===== config.mk =====
export PLATFORM = sky130hd
export DESIGN_NAME = mem_arbiter
export DESIGN_NICKNAME = d
export VERILOG_FILES = /design/src/rtl/mem_arbiter.sv
export SDC_FILE = /design/constraint.sdc
export NUM_CORES = 1
export LEC_CHECK = 0
export CAP_MARGIN = 20
export CORE_UTILIZATION = 35
export DETAILED_ROUTE_END_ITERATION = 6
export GPL_TIMING_DRIVEN = 0
export PLACE_DENSITY = 0.69
export SLEW_MARGIN = 20
export SYNTH_ARGS = -nofsm -noshare
export SYNTH_HDL_FRONTEND = slang
export SYNTH_SLANG_ARGS = --single-unit

===== constraint.sdc =====
create_clock -name clk -period 3.4 [get_ports clk]
set_clock_uncertainty 0.1 [all_clocks]
set_input_delay 0.68 -clock clk [delete_from_list [all_inputs] [get_ports clk]]
set_output_delay 0.68 -clock clk [all_outputs]
set_load 0.05 [all_outputs]

===== src/rtl/mem_arbiter.sv =====
// Arbitrates one single-port memory between instruction fetch (read-only) and data (load/store).
// Latency: request seen in IDLE at cycle R -> mem_en at R+1, done at R+MEM_LAT+2; one access every MEM_LAT+3 cycles.
// Backpressure: requesters hold req until their done pulse; stall lines are req & ~done.
//
// Ports:
//   clk, rst          clock and asynchronous active-low reset
//   if_*              fetch requester: req/addr in, rdata/done/stall out
//   d_*               data requester: req/wr/addr/wdata in, rdata/done/stall out
//   mem_*             memory port: en/wr/addr/wdata out, rdata in (valid MEM_LAT cycles after en)
//   gnt               one-hot owner {data,fetch}, 00 while idle
module mem_arbiter #(
    parameter int AW         = 16,
    parameter int DW         = 16,
    parameter int MEM_LAT    = 1,
    parameter int STARVE_MAX = 3
) (
    input  logic          clk,
    input  logic          rst,
    input  logic          if_req,
    input  logic [AW-1:0] if_addr,
    output logic [DW-1:0] if_rdata,
    output logic          if_done,
    output logic          if_stall,
    input  logic          d_req,
    input  logic          d_wr,
    input  logic [AW-1:0] d_addr,
    input  logic [DW-1:0] d_wdata,
    output logic [DW-1:0] d_rdata,
    output logic          d_done,
    output logic          d_stall,
    output logic          mem_en,
    output logic          mem_wr,
    output logic [AW-1:0] mem_addr,
    output logic [DW-1:0] mem_wdata,
    input  logic [DW-1:0] mem_rdata,
    output logic [1:0]    gnt
);

    typedef enum logic [1:0] {
        IDLE  = 2'd0,
        ISSUE = 2'd1,
        WAIT  = 2'd2,
        DONE  = 2'd3
    } state_t;

    localparam logic [2:0] LAT_INIT  = 3'(MEM_LAT);
    localparam logic [2:0] SMAX      = 3'(STARVE_MAX);
    localparam logic [1:0] GNT_FETCH = 2'b01;
    localparam logic [1:0] GNT_DATA  = 2'b10;

    state_t        state_q, state_d;
    logic [2:0]    lat_q, lat_d;
    logic [2:0]    starve_q, starve_d;
    logic          wr_q, wr_d;          // latched access type, survives past ISSUE
    logic          mem_en_q, mem_en_d;
    logic          mem_wr_q, mem_wr_d;
    logic [AW-1:0] mem_addr_q, mem_addr_d;
    logic [DW-1:0] mem_wdata_q, mem_wdata_d;
    logic [1:0]    gnt_q, gnt_d;
    logic          if_done_q, if_done_d;
    logic          d_done_q, d_done_d;
    logic [DW-1:0] if_rdata_q, if_rdata_d;
    logic [DW-1:0] d_rdata_q, d_rdata_d;
    logic          pick_fetch;

    always_ff @(posedge clk or negedge rst) begin
        if (!rst) begin
            state_q     <= IDLE;
            lat_q       <= '0;
            starve_q    <= '0;
            wr_q        <= 1'b0;
            mem_en_q    <= 1'b0;
            mem_wr_q    <= 1'b0;
            mem_addr_q  <= '0;
            mem_wdata_q <= '0;
            gnt_q       <= '0;
            if_done_q   <= 1'b0;
            d_done_q    <= 1'b0;
            if_rdata_q  <= '0;
            d_rdata_q   <= '0;
        end else begin
            state_q     <= state_d;
            lat_q       <= lat_d;
            starve_q    <= starve_d;
            wr_q        <= wr_d;
            mem_en_q    <= mem_en_d;
            mem_wr_q    <= mem_wr_d;
            mem_addr_q  <= mem_addr_d;
            mem_wdata_q <= mem_wdata_d;
            gnt_q       <= gnt_d;
            if_done_q   <= if_done_d;
            d_done_q    <= d_done_d;
            if_rdata_q  <= if_rdata_d;
            d_rdata_q   <= d_rdata_d;
        end
    end

    always_comb begin
        state_d     = state_q;
        lat_d       = lat_q;
        starve_d    = starve_q;
        wr_d        = wr_q;
        mem_en_d    = 1'b0;
        mem_wr_d    = 1'b0;
        mem_addr_d  = mem_addr_q;
        mem_wdata_d = mem_wdata_q;
        gnt_d       = gnt_q;
        if_done_d   = 1'b0;
        d_done_d    = 1'b0;
        if_rdata_d  = if_rdata_q;
        d_rdata_d   = d_rdata_q;
        // Data has priority unless fetch has waited through STARVE_MAX data grants.
        pick_fetch  = if_req && (!d_req || (starve_q == SMAX));

        unique case (state_q)
            IDLE: begin
                if (if_req || d_req) begin
                    state_d  = ISSUE;
                    mem_en_d = 1'b1;
                    if (pick_fetch) begin
                        gnt_d       = GNT_FETCH;
                        wr_d        = 1'b0;
                        mem_addr_d  = if_addr;
                        mem_wdata_d = '0;
                        starve_d    = '0;
                    end else begin
                        gnt_d       = GNT_DATA;
                        wr_d        = d_wr;
                        mem_wr_d    = d_wr;
                        mem_addr_d  = d_addr;
                        mem_wdata_d = d_wdata;
                        // Only data grants that overtake a waiting fetch count toward starvation.
                        if (!if_req) begin
                            starve_d = '0;
                        end else if (starve_q != SMAX) begin
                            starve_d = starve_q + 3'd1;
                        end
                    end
                end
            end
            ISSUE: begin
                lat_d   = LAT_INIT;
                state_d = WAIT;
            end
            WAIT: begin
                lat_d = lat_q - 3'd1;
                // lat_q==1 is exactly MEM_LAT cycles after the ISSUE strobe.
                if (lat_q == 3'd1) begin
                    state_d   = DONE;
                    if_done_d = gnt_q[0];
                    d_done_d  = gnt_q[1];
                    if (!wr_q) begin
                        if (gnt_q[1]) begin
                            d_rdata_d = mem_rdata;
                        end else begin
                            if_rdata_d = mem_rdata;
                        end
                    end
                end
            end
            DONE: begin
                gnt_d   = '0;
                state_d = IDLE;
            end
            default: begin
                state_d = IDLE;
            end
        endcase
    end

    assign mem_en    = mem_en_q;
    assign mem_wr    = mem_wr_q;
    assign mem_addr  = mem_addr_q;
    assign mem_wdata = mem_wdata_q;
    assign gnt       = gnt_q;
    assign if_done   = if_done_q;
    assign d_done    = d_done_q;
    assign if_rdata  = if_rdata_q;
    assign d_rdata   = d_rdata_q;
    assign if_stall  = if_req & ~if_done_q;
    assign d_stall   = d_req & ~d_done_q;

endmodule

* Word level (Yosys, flattened, before mapping)
Cells that the tools add are included.
** Word-level totals
- Flip-flop bits (word level) :: 79
- Bits in latches :: 0
- Memory bits (read-only) :: 0
- Memory bits (writable) :: 0
- Memories :: 0
- Output and inout port bits :: 72
- Word-level logic and storage cells :: 64
** Operators by class
- Shift operators :: 0
- Div/mod/pow operators :: 0
- Reduce and logical (&&, ||, !) cells :: 13
- Bitwise operators :: 6
- $lt $le $gt $ge :: 0
- Muxes and demuxes :: 21
- Equal/unequal tests :: 9
- Multiply operators :: 0
- $add $sub $neg :: 2
** Operator list (count)
- $mux W16 :: 2
- $mux W1 :: 9
- $mux W3 :: 3
- $mux W2 :: 4
- $pmux W2 S4 :: 1
- $reduce_and A4 Y1 :: 2
- $pmux W3 S2 :: 1
- $reduce_and A2 Y1 :: 3
- $eq A2 B2 Y1 const B :: 2
- $ne A2 B2 Y1 const B :: 2
- $not A1 Y1 :: 4
- $pmux W2 S2 :: 1
- $reduce_bool A2 Y1 :: 2
- $add A3 B1 Y3 const B :: 1
- $eq A3 B1 Y1 const B :: 1
- $eq A3 B2 Y1 const B :: 1
- $ne A3 B1 Y1 const B :: 1
- $ne A3 B2 Y1 const B :: 1
- $reduce_and A3 Y1 :: 1
- $sub A3 B1 Y3 const B :: 1
- $and A1 B1 Y1 :: 2
- $eq A2 B1 Y1 const B :: 1
- $logic_not A2 Y1 :: 1
- $logic_or A1 B1 Y1 :: 2
- 2 further kinds :: 2

* Logic depth before layout (Yosys ltp)
- Depth after elaboration :: 6
- Gate-level depth with buffers :: 7

* Worst setup path before layout
Ideal clock, no wire load.
- Path kind :: input to output
- Start :: in d_req
- End :: out d_stall
- Setup slack :: 1.233 ns
- Cell stages on the path :: 1
- Path buffers :: 0
- Arrival :: 1.387 ns
- Required time :: 2.620 ns
- Cell sequence :: nor2b_1
** Between the ends
- Cells in the longest elaborated chain, start to end :: 1
** RTL lines
- start: declaration :: RTL line 24 : input logic d_req,
- $and A1 B1 Y1 :: RTL line 181 : assign d_stall = d_req & ~d_done_q;
- end: declaration :: RTL line 30 : output logic d_stall,
Every way passes these cells.

* Final worst setup path
- Start :: in if_req
- End :: out if_stall
** Between the ends
- Cells in the longest elaborated chain, start to end :: 1
** RTL lines
- start: declaration :: RTL line 19 : input logic if_req,
- $and A1 B1 Y1 :: RTL line 180 : assign if_stall = if_req & ~if_done_q;
- end: declaration :: RTL line 23 : output logic if_stall,
Every way passes these cells.

==> flow_metrics.py <==
metrics = {
    "setup_path": {
        "end_kind": "output port",
        "worstReg2RegEnd": "mem_wdata[6]$_DFFE_PN0P_",
        "worst-setup-path-type": "input port to output port",
        "crit_arrival_ns": 2.27,
        "reg2reg_setup_slack_ns": 1.14,
        "reg2reg_depth": 6,
        "start_kind": "input port",
        "timing.rr.start": "state_q[0]$_DFFE_PN0P_",
        "cp_max_fo": 6,
        "cp_data_required_time_ns": 2.62,
    },
    "synth": {
        "ys_ff_latch": 79,
        "synth_area_leader_cell": "dfrtp_1",
        "yosysTopAreaCellShare": 0.6124,
        "synthesis.area_sq_um": 3228,
        "ys_warn_count": 0,
        "syn_inst": 225,
        "synth_area_leaders": "dfrtp_1 61%, mux2_2 8.4%, a221o_1 5.0%",
        "synth_cell_types": 32,
        "synth_area_per_cell_sq_um": 14.35,
        "yosysSeqAreaShare": 0.6124,
        "syn-num-nets": 302,
    },
    "detailed_routing": {
        "via_count": 2395,
        "dr.pass1.iters": 6,
        "totalWireLength_um": 7639,
        "wire_per_inst_um": 15.62,
        "viasPerCell": 4.898,
        "drc": 12,
        "ant_nets": 0,
        "first_iter_violations": 87,
    },
    "cells_and_area": {
        "final_cell_mix": "139 x clkdlybuf4s50_1, 79 x dfrtp_1, 24 x mux2_2, 18 x a22o_1, 16 x a221o_1",
        "final_common_cell": "clkdlybuf4s50_1",
        "seqCellArea_sq_um": 1977,
        "nets": 454,
        "diodes": 0,
        "multi_input_area_sq_um": 1146,
        "stdcell_area_sq_um": 4969,
        "fill_cells": 732,
        "synthToLayoutAreaGrowth_pct": 53.91,
        "drive_above_1_share": 0.1496,
    },
    "min_path": {
        "min_path_type": "input port to asynchronous set/reset pin",
    },
    "clocking": {
        "numCtsBuffers": 9,
        "postCtsSetupRepairBufs": 0,
        "ctsResizeCount": 0,
        "cts.clk_slew.worst_paths_ns": 0.08,
        "cts_tree": "yes",
        "htree_levels": 3,
        "worst_skew_pair.late_latency_ns": 0.34,
        "cts_hold_buf": 0,
        "cts_root_buffer": "clkbuf_8",
        "cts_sinks": 79,
        "clockBufferDepth": 2,
    },
    "pwr": {
        "p_sw_uw": 2572,
        "clock_power_share": 0.118,
        "power_frac_comb": 0.592,
        "p_total_uw": 5558,
        "p_int_uw": 2986,
        "pwr-share-seq": 0.290,
        "powerDensity_nw_per_um2": 1119,
        "p_leak_uw": 0.002150,
        "ir_drop_uv": 486.2,
        "swShare": 0.4627,
    },
    "timing": {
        "hold_ws_ns": 0.1242,
        "rsz0062_at_grt": "no",
        "clock.fmax_ghz": 0.3278,
        "setup_viol": 0,
        "fin_crit_ns": 3.050,
        "fin_crit_sh": 0.8972,
        "finalHoldViolCount": 0,
        "tightest_slew_ns": 0.5982,
        "maxSlewHeadroom": 0.5997,
        "maxSlewViolCount": 0,
    },
    "floorplanning": {
        "die_x_um": 98.04,
        "initial_utilization": 0.3666,
        "fp.dieArea_sq_um": 9611,
        "core_area_sq_um": 8806,
        "die_h_um": 98.04,
        "fp-row-count": 34,
        "io_pins": 141,
    },
    "place": {
        "post_dp_cell_area_sq_um": 4790,
        "dp_hpwl_um": 5711,
        "numPortBuffers": 140,
        "gp_congestion": 0.7225,
    },
    "global_routing": {
        "grt_pass1_vias": 2526,
        "grt_pass1_wl_um": 12540,
        "grt_max_degree": 59,
        "antenna_found_initial": 0,
        "grt_usage": 0.1648,
        "overflow": 0,
    },
    "job": {
        "max-cap-violations": 0,
    },
    "run_status": {
        "violations": "DRC",
        "status": "finished, violations left",
    },
}
-- state kept, by name, summed over array words and instances (netlist names), 2 cells and up --
name	flops
mem_wdata	16
d_rdata	16
state_q	2
if_rdata	16
mem_addr	16
gnt	2
starve_q	3
lat_q	3
-- worst max-delay path by stage --
stage                start                      end  cells after the start
floorplan            d_req                  d_stall                      1
global placement       rst  mem_addr[8]$_DFFE_PN0P_                      1
detailed placement  if_req                 if_stall                      3
CTS                 if_req                 if_stall                      3
global route        if_req                 if_stall                      3
finish              if_req                 if_stall                      3
-- worst max-delay path: stages --
cell             delay, ns
clkdlybuf4s50_1       0.58
nor2b_1               0.17
clkdlybuf4s50_1       0.84
-- stage by stage --
step                      worst slack (ns)  TNS [ns]  cells  utilization
after global placement              -1.241    -97.54    473       0.5411
after floorplan                      1.233         0    225            -
after detailed placement            0.3570         0    474       0.5439
after global routing                0.3151         0    489       0.5642
after CTS                           0.3557         0    489       0.5642
final                               0.3496         0    489       0.5642
-- cells in the mapped netlist --
cell type  count
a21oi_1        1
a221o_1       16
a22o_1        18
a22o_2         1
and2_0         8
and2_1        10
buf_12         1
buf_2          2
buf_6          1
clkbuf_1       6
dfrtp_1       79
ha_1           8
inv_1         10
inv_2          1
mux2_2        24
mux2_4        10
nand2_1        5
nand2_2        1
nand2b_1       1
nand3_1        1
nand3b_1       1
nor2_1         2
nor2b_1        3
nor3_1         2
nor3b_1        1
nor4_4         1
o21ai_0        3
o21ai_1        1
o22ai_1        4
o2bb2ai_1      1
o32a_1         1
or4_1          1
-- per-layer routing --
layer | up-vias | global-route usage | routed length, um
li1 | 1122 | - | -
met1 | 1149 | 0.2178 | 3425
met2 | 115 | 0.2530 | 3337
met3 | 9 | 0.05655 | 777
met4 | 0 | 0.05594 | 98
met5 | - | 0 | 0
-- power groups by stage --
stage          clock (uW)  sequential (uW)  combinational, uW
2_1_floorplan           0             2950                881
3_3_place_gp            0             1620               3280
3_5_place_dp            0             1620               3320
4_1_cts               679             1620               3320
5_1_grt               720             1670               3460
6_report              656             1610               3290
-- cells by family after synthesis --
logic type	synth area share
and+or+nand+nor	0.07094
adders and majority gates	0.03101
buffers and inverters	0.03256
muxes	0.1302
DFF	0.6124
AOI/OAI and AO/OA	0.1229
-- area by class of cell --
cell class                      instances  share of cell area
Clock inverter                          4            0.009569
Timing Repair Buffer                  141              0.2871
Clock buffer                           11             0.02644
Sequential cell                        79              0.3979
Inverter                               11            0.008310
Buffer                                 10             0.01284
Tap cell                              108             0.02720
Multi-Input combinational cell        125              0.2307
Note: power is estimated with default switching activity, not from simulation.
